===== src/rtl/half_softmax_sum_if.sv =====
// Handshake bundle between the exp2 stage, half_softmax_sum and the normalising divider.
// Input side: fire-and-forget in_valid/a with in_ready and sticky overflow status.
// Output side: out_valid/out_ready stream carrying out_data, out_sum and out_last.
interface half_softmax_sum_if;
    logic        in_valid;
    logic [15:0] a;
    logic        in_ready;
    logic        overflow;
    logic        out_valid;
    logic        out_ready;
    logic [15:0] out_data;
    logic [15:0] out_sum;
    logic        out_last;

    // Upstream/downstream environment view.
    modport master (
        output in_valid, a, out_ready,
        input  in_ready, overflow, out_valid, out_data, out_sum, out_last
    );

    // Block view.
    modport slave (
        input  in_valid, a, out_ready,
        output in_ready, overflow, out_valid, out_data, out_sum, out_last
    );
endinterface


===== src/rtl/half_softmax_sum.sv =====
// half_add: IEEE half-precision adder, round-to-nearest-even, inf/NaN propagation.
// Latency 2 cycles from in_valid to out_valid, fully pipelined.
// No backpressure; every in_valid produces exactly one out_valid.
// Ports: clk, rst_n (async active-low), in_valid, a, b -> out_valid, c.
module half_add (
    input  logic        clk,
    input  logic        rst_n,
    input  logic        in_valid,
    input  logic [15:0] a,
    input  logic [15:0] b,
    output logic        out_valid,
    output logic [15:0] c
);
    logic        a_nan, b_nan, a_inf, b_inf;
    logic [15:0] x, y;          // x carries the larger magnitude
    logic [5:0]  ex, ey, d, e;
    logic [3:0]  dcl;
    logic [10:0] mx, my;
    logic [27:0] al;
    logic [13:0] my_al;
    logic [14:0] s;
    logic        rnd;
    logic [11:0] m;
    logic [15:0] res;

    always_comb begin
        a_nan = (a[14:10] == 5'h1F) && (a[9:0] != 10'd0);
        b_nan = (b[14:10] == 5'h1F) && (b[9:0] != 10'd0);
        a_inf = (a[14:10] == 5'h1F) && (a[9:0] == 10'd0);
        b_inf = (b[14:10] == 5'h1F) && (b[9:0] == 10'd0);

        // For finite halves the magnitude bits order the same way as the values.
        x = (a[14:0] >= b[14:0]) ? a : b;
        y = (a[14:0] >= b[14:0]) ? b : a;

        // Subnormals use exponent 1 with no hidden bit.
        ex = (x[14:10] == 5'd0) ? 6'd1 : {1'b0, x[14:10]};
        ey = (y[14:10] == 5'd0) ? 6'd1 : {1'b0, y[14:10]};
        mx = {x[14:10] != 5'd0, x[9:0]};
        my = {y[14:10] != 5'd0, y[9:0]};

        // Align the smaller operand; three extra bits are guard/round/sticky.
        d     = ex - ey;
        dcl   = (d > 6'd14) ? 4'd14 : d[3:0];
        al    = {my, 3'b000, 14'd0} >> dcl;
        my_al = {al[27:15], al[14] | (|al[13:0])};

        if (x[15] ^ y[15])
            s = {1'b0, mx, 3'b000} - {1'b0, my_al};
        else
            s = {1'b0, mx, 3'b000} + {1'b0, my_al};

        e = ex;
        if (s[14]) begin
            s = {1'b0, s[14:2], s[1] | s[0]};
            e = e + 6'd1;
        end
        // Left-normalise after cancellation, stopping at the subnormal exponent.
        for (int i = 0; i < 13; i++) begin
            if (!s[13] && (e > 6'd1)) begin
                s = s << 1;
                e = e - 6'd1;
            end
        end

        rnd = s[2] & (s[1] | s[0] | s[3]);
        m   = {1'b0, s[13:3]} + {11'd0, rnd};
        if (m[11]) begin
            m = {1'b0, m[11:1]};
            e = e + 6'd1;
        end

        if (a_nan || b_nan)
            res = 16'h7E00;
        else if (a_inf && b_inf)
            res = (a[15] != b[15]) ? 16'h7E00 : a;
        else if (a_inf)
            res = a;
        else if (b_inf)
            res = b;
        else if (s == 15'd0)
            res = {a[15] & b[15], 15'd0};   // exact cancellation gives +0 unless both are -0
        else if (e >= 6'd31)
            res = {x[15], 5'h1F, 10'd0};
        else
            res = {x[15], m[10] ? e[4:0] : 5'd0, m[9:0]};
    end

    logic        v1, v2;
    logic [15:0] r1, r2;

    always_ff @(posedge clk or negedge rst_n) begin
        if (!rst_n) begin
            v1 <= 1'b0;
            v2 <= 1'b0;
            r1 <= 16'h0000;
            r2 <= 16'h0000;
        end else begin
            v1 <= in_valid;
            r1 <= res;
            v2 <= v1;
            r2 <= r1;
        end
    end

    assign out_valid = v2;
    assign c         = r2;
endmodule

// half_softmax_sum: buffers VEC_LEN half exp results, sums them serially with half_add,
// then streams each buffered value paired with the vector sum.
// Latency: VEC_LEN*(1+L_add) cycles of summation after the last accept, then one beat per cycle.
// Backpressure: none on input (drops set sticky overflow); output held stable while out_ready=0.
// Ports: clk, rst (async active-high), bus (half_softmax_sum_if.slave).
module half_softmax_sum #(
    parameter int VEC_LEN = 16,
    parameter int IDX_W   = 4
) (
    input  logic               clk,
    input  logic               rst,
    half_softmax_sum_if.slave  bus
);
    if (VEC_LEN < 2 || (1 << IDX_W) < VEC_LEN) begin : g_param_check
        $error("half_softmax_sum: bad VEC_LEN/IDX_W");
    end

    localparam logic [IDX_W-1:0] LAST = IDX_W'(VEC_LEN - 1);

    typedef enum logic [1:0] {FILL, ISSUE, WAIT, DRAIN} state_t;

    state_t           state;
    logic [15:0]      vec_buf [VEC_LEN];
    logic [IDX_W-1:0] wr_idx;
    logic [IDX_W-1:0] rd_idx;
    logic [IDX_W-1:0] nxt_rd;
    logic [15:0]      acc;

    logic             add_in_vld;
    logic             add_out_vld;
    logic [15:0]      add_b;
    logic [15:0]      add_c;

    assign nxt_rd     = rd_idx + 1'b1;
    assign add_in_vld = (state == ISSUE);
    assign add_b      = vec_buf[rd_idx];

    // Reset also clears the adder pipeline so no stale result can reach acc.
    half_add u_add (
        .clk       (clk),
        .rst_n     (~rst),
        .in_valid  (add_in_vld),
        .a         (acc),
        .b         (add_b),
        .out_valid (add_out_vld),
        .c         (add_c)
    );

    // Element storage needs no reset: it is always written before it is read.
    always_ff @(posedge clk) begin
        if (state == FILL && bus.in_valid)
            vec_buf[wr_idx] <= bus.a;
    end

    always_ff @(posedge clk or posedge rst) begin
        if (rst) begin
            state         <= FILL;
            wr_idx        <= '0;
            rd_idx        <= '0;
            acc           <= 16'h0000;
            bus.in_ready  <= 1'b1;
            bus.overflow  <= 1'b0;
            bus.out_valid <= 1'b0;
            bus.out_last  <= 1'b0;
            bus.out_data  <= 16'h0000;
            bus.out_sum   <= 16'h0000;
        end else begin
            // Anything arriving outside FILL is dropped and flagged.
            if (bus.in_valid && state != FILL)
                bus.overflow <= 1'b1;

            case (state)
                FILL: begin
                    if (bus.in_valid) begin
                        if (wr_idx == LAST) begin
                            wr_idx       <= '0;
                            rd_idx       <= '0;
                            acc          <= 16'h0000;
                            bus.in_ready <= 1'b0;
                            state        <= ISSUE;
                        end else begin
                            wr_idx <= wr_idx + 1'b1;
                        end
                    end
                end

                ISSUE: state <= WAIT;

                WAIT: begin
                    if (add_out_vld) begin
                        acc <= add_c;
                        if (rd_idx == LAST) begin
                            // Pre-load the first beat so outputs come straight from flops.
                            rd_idx        <= '0;
                            bus.out_valid <= 1'b1;
                            bus.out_data  <= vec_buf[0];
                            bus.out_sum   <= add_c;
                            bus.out_last  <= 1'b0;
                            state         <= DRAIN;
                        end else begin
                            rd_idx <= nxt_rd;
                            state  <= ISSUE;
                        end
                    end
                end

                DRAIN: begin
                    if (bus.out_ready) begin
                        if (rd_idx == LAST) begin
                            rd_idx        <= '0;
                            bus.out_valid <= 1'b0;
                            bus.out_last  <= 1'b0;
                            bus.in_ready  <= 1'b1;
                            state         <= FILL;
                        end else begin
                            rd_idx       <= nxt_rd;
                            bus.out_data <= vec_buf[nxt_rd];
                            bus.out_last <= (nxt_rd == LAST);
                        end
                    end
                end

                default: state <= FILL;
            endcase
        end
    end
endmodule


===== src/flat_wrapper.sv =====
// flat-port wrapper written by rule: the top's interface ports become plain ports
module half_softmax_sum_flat 
#(
    parameter int VEC_LEN = 16,
    parameter int IDX_W   = 4
)
  (clk, rst, bus_in_valid, bus_a, bus_out_ready, bus_in_ready, bus_overflow, bus_out_valid, bus_out_data, bus_out_sum, bus_out_last);
  half_softmax_sum_if bus_i ();
  input  logic clk;
  input  logic rst;
  input wire logic [$bits(bus_i.in_valid)-1:0] bus_in_valid;
  input wire logic [$bits(bus_i.a)-1:0] bus_a;
  input wire logic [$bits(bus_i.out_ready)-1:0] bus_out_ready;
  output wire logic [$bits(bus_i.in_ready)-1:0] bus_in_ready;
  output wire logic [$bits(bus_i.overflow)-1:0] bus_overflow;
  output wire logic [$bits(bus_i.out_valid)-1:0] bus_out_valid;
  output wire logic [$bits(bus_i.out_data)-1:0] bus_out_data;
  output wire logic [$bits(bus_i.out_sum)-1:0] bus_out_sum;
  output wire logic [$bits(bus_i.out_last)-1:0] bus_out_last;
  assign bus_i.in_valid = bus_in_valid;
  assign bus_i.a = bus_a;
  assign bus_i.out_ready = bus_out_ready;
  assign bus_in_ready = bus_i.in_ready;
  assign bus_overflow = bus_i.overflow;
  assign bus_out_valid = bus_i.out_valid;
  assign bus_out_data = bus_i.out_data;
  assign bus_out_sum = bus_i.out_sum;
  assign bus_out_last = bus_i.out_last;
  half_softmax_sum #(.VEC_LEN(VEC_LEN), .IDX_W(IDX_W)) u_core (.clk(clk), .rst(rst), .bus(bus_i));
endmodule

===== config.mk =====
export PLATFORM = sky130hd
export DESIGN_NAME = half_softmax_sum_flat
export DESIGN_NICKNAME = d
export VERILOG_FILES = /design/src/rtl/half_softmax_sum_if.sv /design/src/rtl/half_softmax_sum.sv /design/src/flat_wrapper.sv
export SDC_FILE = /design/constraint.sdc
export NUM_CORES = 1
export LEC_CHECK = 0
export CAP_MARGIN = 40
export CORE_ASPECT_RATIO = 1.75
export CORE_MARGIN = 4
export CORE_UTILIZATION = 50
export CTS_CLUSTER_SIZE = 24
export DETAILED_ROUTE_END_ITERATION = 16
export GPL_TIMING_DRIVEN = 0
export PLACE_DENSITY = 0.66
export SLEW_MARGIN = 20
export SYNTH_ARGS = -nofsm -noshare
export SYNTH_HDL_FRONTEND = slang
export SYNTH_SLANG_ARGS = --single-unit

===== constraint.sdc =====
create_clock -name clk -period 80.9 [get_ports clk]
set_input_delay 12.135 -clock clk [delete_from_list [all_inputs] [get_ports clk]]
set_output_delay 12.135 -clock clk [all_outputs]
set_load 0.05 [all_outputs]

Word-level counts from Yosys, hierarchy flattened:

Memories as Yosys holds them, arrays and structs flattened.
Cells that the tools add are included.

* add/sub/neg operators: 21
* multiply operators: 0
* divide/modulo/power cells: 0
* magnitude comparators: 16
* equal/unequal tests: 16
* shift operators: 1
* mux-type cells: 82
* bitwise gates (word level): 7
* reductions and logical operators: 59

Operators by type and width (count)
* 16-bit 2-to-1 mux: 15
* 15-bit 2-to-1 mux: 15
* 6-bit 2-to-1 mux: 15
* 6-bit by 1-bit greater-than comparator with 1-bit output (second input constant): 13
* 6-bit by 1-bit subtractor with 6-bit output (second input constant): 13
* 16-bit one-hot mux with 2 select lines: 2
* 4-bit 2-to-1 mux: 7
* 28-bit by 4-bit right shift with 28-bit output: 1
* 5-bit AND reduction: 5
* 1-bit logical AND: 20
* 10-bit zero test: 2
* 10-bit nonzero test: 2
* 14-bit by 14-bit adder with 15-bit output: 1
* 15-bit greater-or-equal comparator: 1
* 15-bit zero test: 1
* 5-bit 2-to-1 mux: 3
* 14-bit by 14-bit subtractor with 15-bit output: 1
* 14-bit 2-to-1 mux: 1
* 14-bit OR reduction: 1
* 1-bit zero test: 13
* 11-bit by 1-bit adder with 12-bit output: 1
* 4-bit equality test (second input constant): 3
* 1-bit 2-to-1 mux: 12
* 2-bit 2-to-1 mux: 6
* other kinds (28): 48

* flip-flop bits (word level): 96
* latch bits: 0
* memory bits (writable): 256
* memory bits (read-only): 0
* input port bits: 20
* output and inout port bits: 36
* logic and storage cells: 217
* memories kept: 1

Memories
* u_core.vec_buf: words 16, width 16, rd ports 3, clocked after memory_dff 0, wr ports 1, line half_softmax_sum.sv:132 `logic [15:0] vec_buf [VEC_LEN];`

Logic depth before layout (Yosys ltp):

An unclocked memory read counts as a cell.

* depth in word-level cells: 66
* mapped depth: 154
* depth with buffers taken out: 131

By module:

Synthesis repeated with hierarchy kept, for this count alone.

* cells, all modules: 2541
* area total of the unflattened synthesis: 26676.8 µm²

Modules (own cells, without submodules)
* half_softmax_sum: times used 1, cells each 786, area an instance 14466.4 µm², seq. area each 9240.1 µm²
* half_add: times used 1, cells each 1755, area an instance 12210.5 µm², seq. area each 850.8 µm²

Least setup slack after synthesis:

Ideal clock, no wire load.

* kind: register -> register
* from: reg u_core.rd_idx[1]
* to: reg u_core.u_add.r1[5]
* setup time: 0.077 ns
* data arrival time: 31.530 ns
* data required time: 80.823 ns
* path slack: 49.293 ns
* stages on the path, launching flop included: 139
* buffers on the path: 22
* period minus slack after synthesis: 31.607 ns
* path through: dfrtp_1 buf_2 buf_2 mux4_2 a22o_1 nor2_1 ha_1 nand3_1 a31oi_1 a2111oi_0 o21a_1 clkbuf_1 buf_1 mux2i_1 nand2_1 o21ai_0 inv_1 ha_1 [... 103 more ...] nor2_1 mux2i_1 o41ai_2 mux2i_1 inv_2 ha_1 or2_2 a31oi_4 clkbuf_1 nor2_1 nor2_1 ha_1 and2_1 nand4_1 xnor2_1 mux2_2 or3_1 a21oi_1

* word-level cells in the longest chain between the ends: 65
* elaborated cells between the ends (all ways): 126
* those cells by class: add/sub (19); order compare (16); eq/ne (2); shift (1); mux (43); bitwise (6); reduce/logical (38); memory (1)

RTL lines
* start: declaration: line half_softmax_sum.sv:134 `logic [IDX_W-1:0] rd_idx;`
* start signal: assignment: line half_softmax_sum.sv:210 `rd_idx <= nxt_rd;`
* start signal: assignment: line half_softmax_sum.sv:225 `rd_idx <= nxt_rd;`
* memory 16 x 16 bit (*)
* 15-bit greater-or-equal comparator: line half_softmax_sum.sv:33, half_softmax_sum.sv:34
* 16-bit 2-to-1 mux, on equally long branches: line half_softmax_sum.sv:33, half_softmax_sum.sv:34
* 5-bit zero test, on equally long branches: line half_softmax_sum.sv:37, half_softmax_sum.sv:38
* 5-bit 2-to-1 mux, on equally long branches: line half_softmax_sum.sv:37, half_softmax_sum.sv:38
* 5-bit by 5-bit subtractor with 6-bit output: line half_softmax_sum.sv:43 `d = ex - ey;`
* 6-bit by 4-bit greater-than comparator with 1-bit output: line half_softmax_sum.sv:44 `dcl = (d > 6'd14) ? 4'd14 : d[3:0];`
* 4-bit 2-to-1 mux: line half_softmax_sum.sv:44
* [... 50 more ...]
* 6-bit by 5-bit greater-or-equal comparator with 1-bit output: line half_softmax_sum.sv:83 `else if (e >= 6'd31)`
* 15-bit 2-to-1 mux: line half_softmax_sum.sv:83
* 16-bit 2-to-1 mux: line half_softmax_sum.sv:81 `else if (s == 15'd0)`
* 16-bit 2-to-1 mux: line half_softmax_sum.sv:79 `else if (b_inf)`
* 16-bit 2-to-1 mux: line half_softmax_sum.sv:77 `else if (a_inf)`
* 16-bit 2-to-1 mux: line half_softmax_sum.sv:75 `else if (a_inf && b_inf)`
* 16-bit 2-to-1 mux (*): line half_softmax_sum.sv:73 `if (a_nan || b_nan)`
* via u_core.u_add.res[5]: line half_softmax_sum.sv:24 `logic [15:0] res;`
* end signal: assignment: line half_softmax_sum.sv:100 `r1 <= res;`
* end: declaration: line half_softmax_sum.sv:90 `logic [15:0] r1, r2;`

Mark *: on every way through the listed nets, which the timed path passes. The rest lies on a longest branch.
A chain may end at the register's enable or synchronous reset.

Final worst setup path:

* from: reg u_core.rd_idx[0]
* to: reg u_core.u_add.r1[5]

The elaborated chain is that of the path after synthesis.

==> results.py <==
metrics = {
    "outcome": {
        "run_status": "completed",
    },
    "worst_setup_path": {
        "cp_slowest_cell": "clkbuf_1",
        "crit_start": "u_core.rd_idx[0]$_DFFE_PP0P_",
        "r2r-start": "u_core.rd_idx[0]$_DFFE_PP0P_",
        "crit_fanout": 10,
        "max_stage_delay_ps": 640,
        "start_kind": "flip-flop",
        "arrival_ps": 41970,
        "cpMostUsedCell": "nor2_1",
        "path_class": "flip-flop to flip-flop",
        "endpoint_kind": "flip-flop",
        "worstPathRequired_ps": 81380,
    },
    "timing": {
        "drv_slew": 0,
        "timing.slew.headroom_pct": 37.8,
        "max_freq_mhz": 24.1,
        "rsz0062_at_grt": "no",
        "setup-tns-final_ps": 0,
        "fin_skew_ps": 20.4,
        "setup_violations": 0,
        "timing.final.crit_period_ps": 41490,
        "min_period_over_period_pct": 51.3,
        "tightest_slew_ps": 932,
        "fin_ws_ps": 39410,
        "timing.hold.ws_ps": 351,
        "hold_violations": 0,
    },
    "grt": {
        "grt_max_degree": 73,
        "antenna_found_initial": 0,
        "grt_usage_pct": 29.2,
        "grt_overflow": 0,
        "grt_pass1_wl_um": 124000,
        "grt_pass1_vias": 21653,
    },
    "detailed_routing": {
        "dr_total_vias": 21215,
        "first_pass_iters": 7,
        "drt_iter0_drc": 1685,
        "avgViaCountPerCell": 6.70,
        "drtAntennaViolNets": 0,
        "drc": 0,
        "avgRoutedWirePerCell_um": 25.8,
        "wl_um": 81700,
    },
    "placement": {
        "place_ws_ps": 39910,
        "dp_hpwl_um": 63100,
        "io_buffers": 55,
        "place.gp.congestion": 0.932,
    },
    "synth": {
        "ys_warn_count": 0,
        "synth_ff_type": "edfxtp_1",
        "synth.largest_area_cell": "edfxtp_1",
        "synth_area_leaders": "edfxtp_1, mux4_2, dfrtp_1",
        "synth_most_common_cell": "edfxtp_1",
        "synth_cells": 2361,
        "synthDominantCellAreaShare_pct": 30.0,
        "synth-async-reset-ratio_pct": 27.3,
        "synth_edf_count": 256,
        "synth-seq-cells": 352,
        "ys_top_cells_by_count": "edfxtp_1, nand2_1, nor2_1",
        "synth_nets": 2461,
        "yosysUniqueCellTypes": 127,
        "syn-cell-area_um2": 25600,
        "avgSynthCellArea_um2": 10.9,
        "ys_seq_area_share_pct": 39.4,
    },
    "clock_network": {
        "clk_pin_slew_worst_paths_ps": 80,
        "clk_latency_ps": 570,
        "post_cts_buffers": 0,
        "clockBufferDepth": 3,
        "cts_root_buf": "clkbuf_16",
        "cts_made_buffers": 28,
        "cts_hold_buf": 0,
        "clock-sinks": 352,
        "htree_num_levels": 1,
        "cts_resized": 0,
        "tritoncts": "done",
    },
    "worst_hold_path": {
        "hp-class": "flip-flop to flip-flop",
        "hp-start": "u_core.u_add.r1[6]$_DFF_PP0_",
    },
    "finish": {
        "fin_nets": 2580,
        "area_delta_synth_final_pct": 11.0,
        "final_layout_size_suffix_gt1_share_pct": 16.2,
        "antenna_cells": 0,
        "multi_input_area_um2": 14800,
        "fillers": 4317,
        "regArea_um2": 10100,
    },
    "floorplanning": {
        "core_um2": 50600,
        "initial_core_util_pct": 50.7,
        "die_h_um": 308,
        "die_area_um2": 55100,
        "io_pins": 56,
        "num_rows": 109,
        "dieWidth_um": 179,
    },
    "flow_run": {
        "drv_cap": 0,
    },
}
[logic make-up (layout without fill, tap and decap cells)]
family,after synthesis,after routing,synth area share [%]
AND/OR/NAND/NOR,684,684,13.2
AO/OA/AOI/OAI,673,673,18.7
flip-flops,352,352,39.4
multiplexers,309,309,19.5
buffers and inverters,206,347,3.20
adder cells (fa/ha/maj),80,80,3.96
XOR/XNOR,57,57,2.05
[layout by cell type, fill, tap and decap left out, types with 19 or more instances in the layout]
master | netlist | layout
a211oi_1 | 24 | 24
a21o_1 | 22 | 22
a21oi_1 | 114 | 114
a22o_1 | 30 | 30
a31oi_1 | 38 | 38
and2_1 | 30 | 25
and3_1 | 27 | 22
buf_2 | 26 | 34
clkbuf_1 | 73 | 74
clkbuf_16 | 0 | 29
clkdlybuf4s50_1 | 0 | 55
dfrtp_1 | 95 | 95
edfxtp_1 | 256 | 256
ha_1 | 78 | 78
inv_1 | 86 | 85
mux2_2 | 56 | 56
mux2i_1 | 102 | 102
mux4_2 | 146 | 146
nand2_1 | 210 | 210
nand2b_1 | 19 | 19
nand3_1 | 47 | 47
nand4_1 | 25 | 25
nor2_1 | 169 | 167
nor3_1 | 51 | 50
o211ai_1 | 41 | 41
o21a_1 | 22 | 22
o21ai_0 | 136 | 136
o31ai_1 | 20 | 20
xnor2_1 | 42 | 41
[path summary, 6_finish.rpt]
check,to,cells after the start,slack [ps]
setup / recovery,u_core.u_add.r1[5]$_DFF_PP0_,141,39410
hold / removal,u_core.u_add.c[6]$_DFF_PP0_,0,350
setup reg to reg,u_core.u_add.r1[5]$_DFF_PP0_,141,39410
hold reg to reg,u_core.u_add.c[6]$_DFF_PP0_,0,350
max in group asynchronous,u_core.bus.out_sum[6]$_DFFE_PP0P_,3,68320
min in group asynchronous,u_core.bus.out_data[14]$_DFFE_PP0P_,2,11900
[worst max-delay path, delay by kind of cell, from the launching register on]
kind / cells / cell delay, ps
simple gates: 39 / 7290
compound gates: 43 / 13840
buf+inv: 27 / 9340
fa+ha+maj: 18 / 5280
xor+xnor: 3 / 1230
flops: 1 / 360
mux: 11 / 4010
[metrics by stage]
step                util (%)  instances  area, um^2
floorplan                  -       2361       25600
global placement        53.4       3082       27000
detailed placement      54.1       3109       27400
CTS                     56.1       3161       28400
global route            56.2       3168       28400
finish                  56.2       3168       28400
[state kept, by name, indices dropped and copies added, names as in the netlist]
name / count
u_core.vec_buf: 256
u_core.acc: 16
u_core.bus.out_data: 16
u_core.bus.out_sum: 16
u_core.u_add.c: 16
u_core.u_add.r1: 16
u_core.rd_idx: 4
u_core.wr_idx: 4
u_core.state: 2
u_core.bus.in_ready: 1
u_core.bus.out_last: 1
u_core.bus.out_valid: 1
u_core.bus.overflow: 1
u_core.u_add.out_valid: 1
u_core.u_add.v1: 1
[area by class of cell]
class / instances / area share, %
Inverter: 89 / 1.19
Buffer: 117 / 1.73
Clock buffer: 32 / 2.63
Timing Repair Buffer: 89 / 3.23
Sequential cell: 352 / 35.5
Tap cell: 666 / 2.93
Clock inverter: 20 / 0.866
Multi-Input combinational cell: 1803 / 52.0
[routing by layer]
metal,track usage (%),vias to the layer above,wire (um)
met5,0,-,0
met2,55.7,901,44300
met1,29.1,10448,26600
li1,-,9545,-
met4,18.4,0,6480
met3,3.67,321,4250
Power is left out: the tool's default activity adds up to more than one toggle a clock period on the data nets, which glitch-free logic cannot reach.
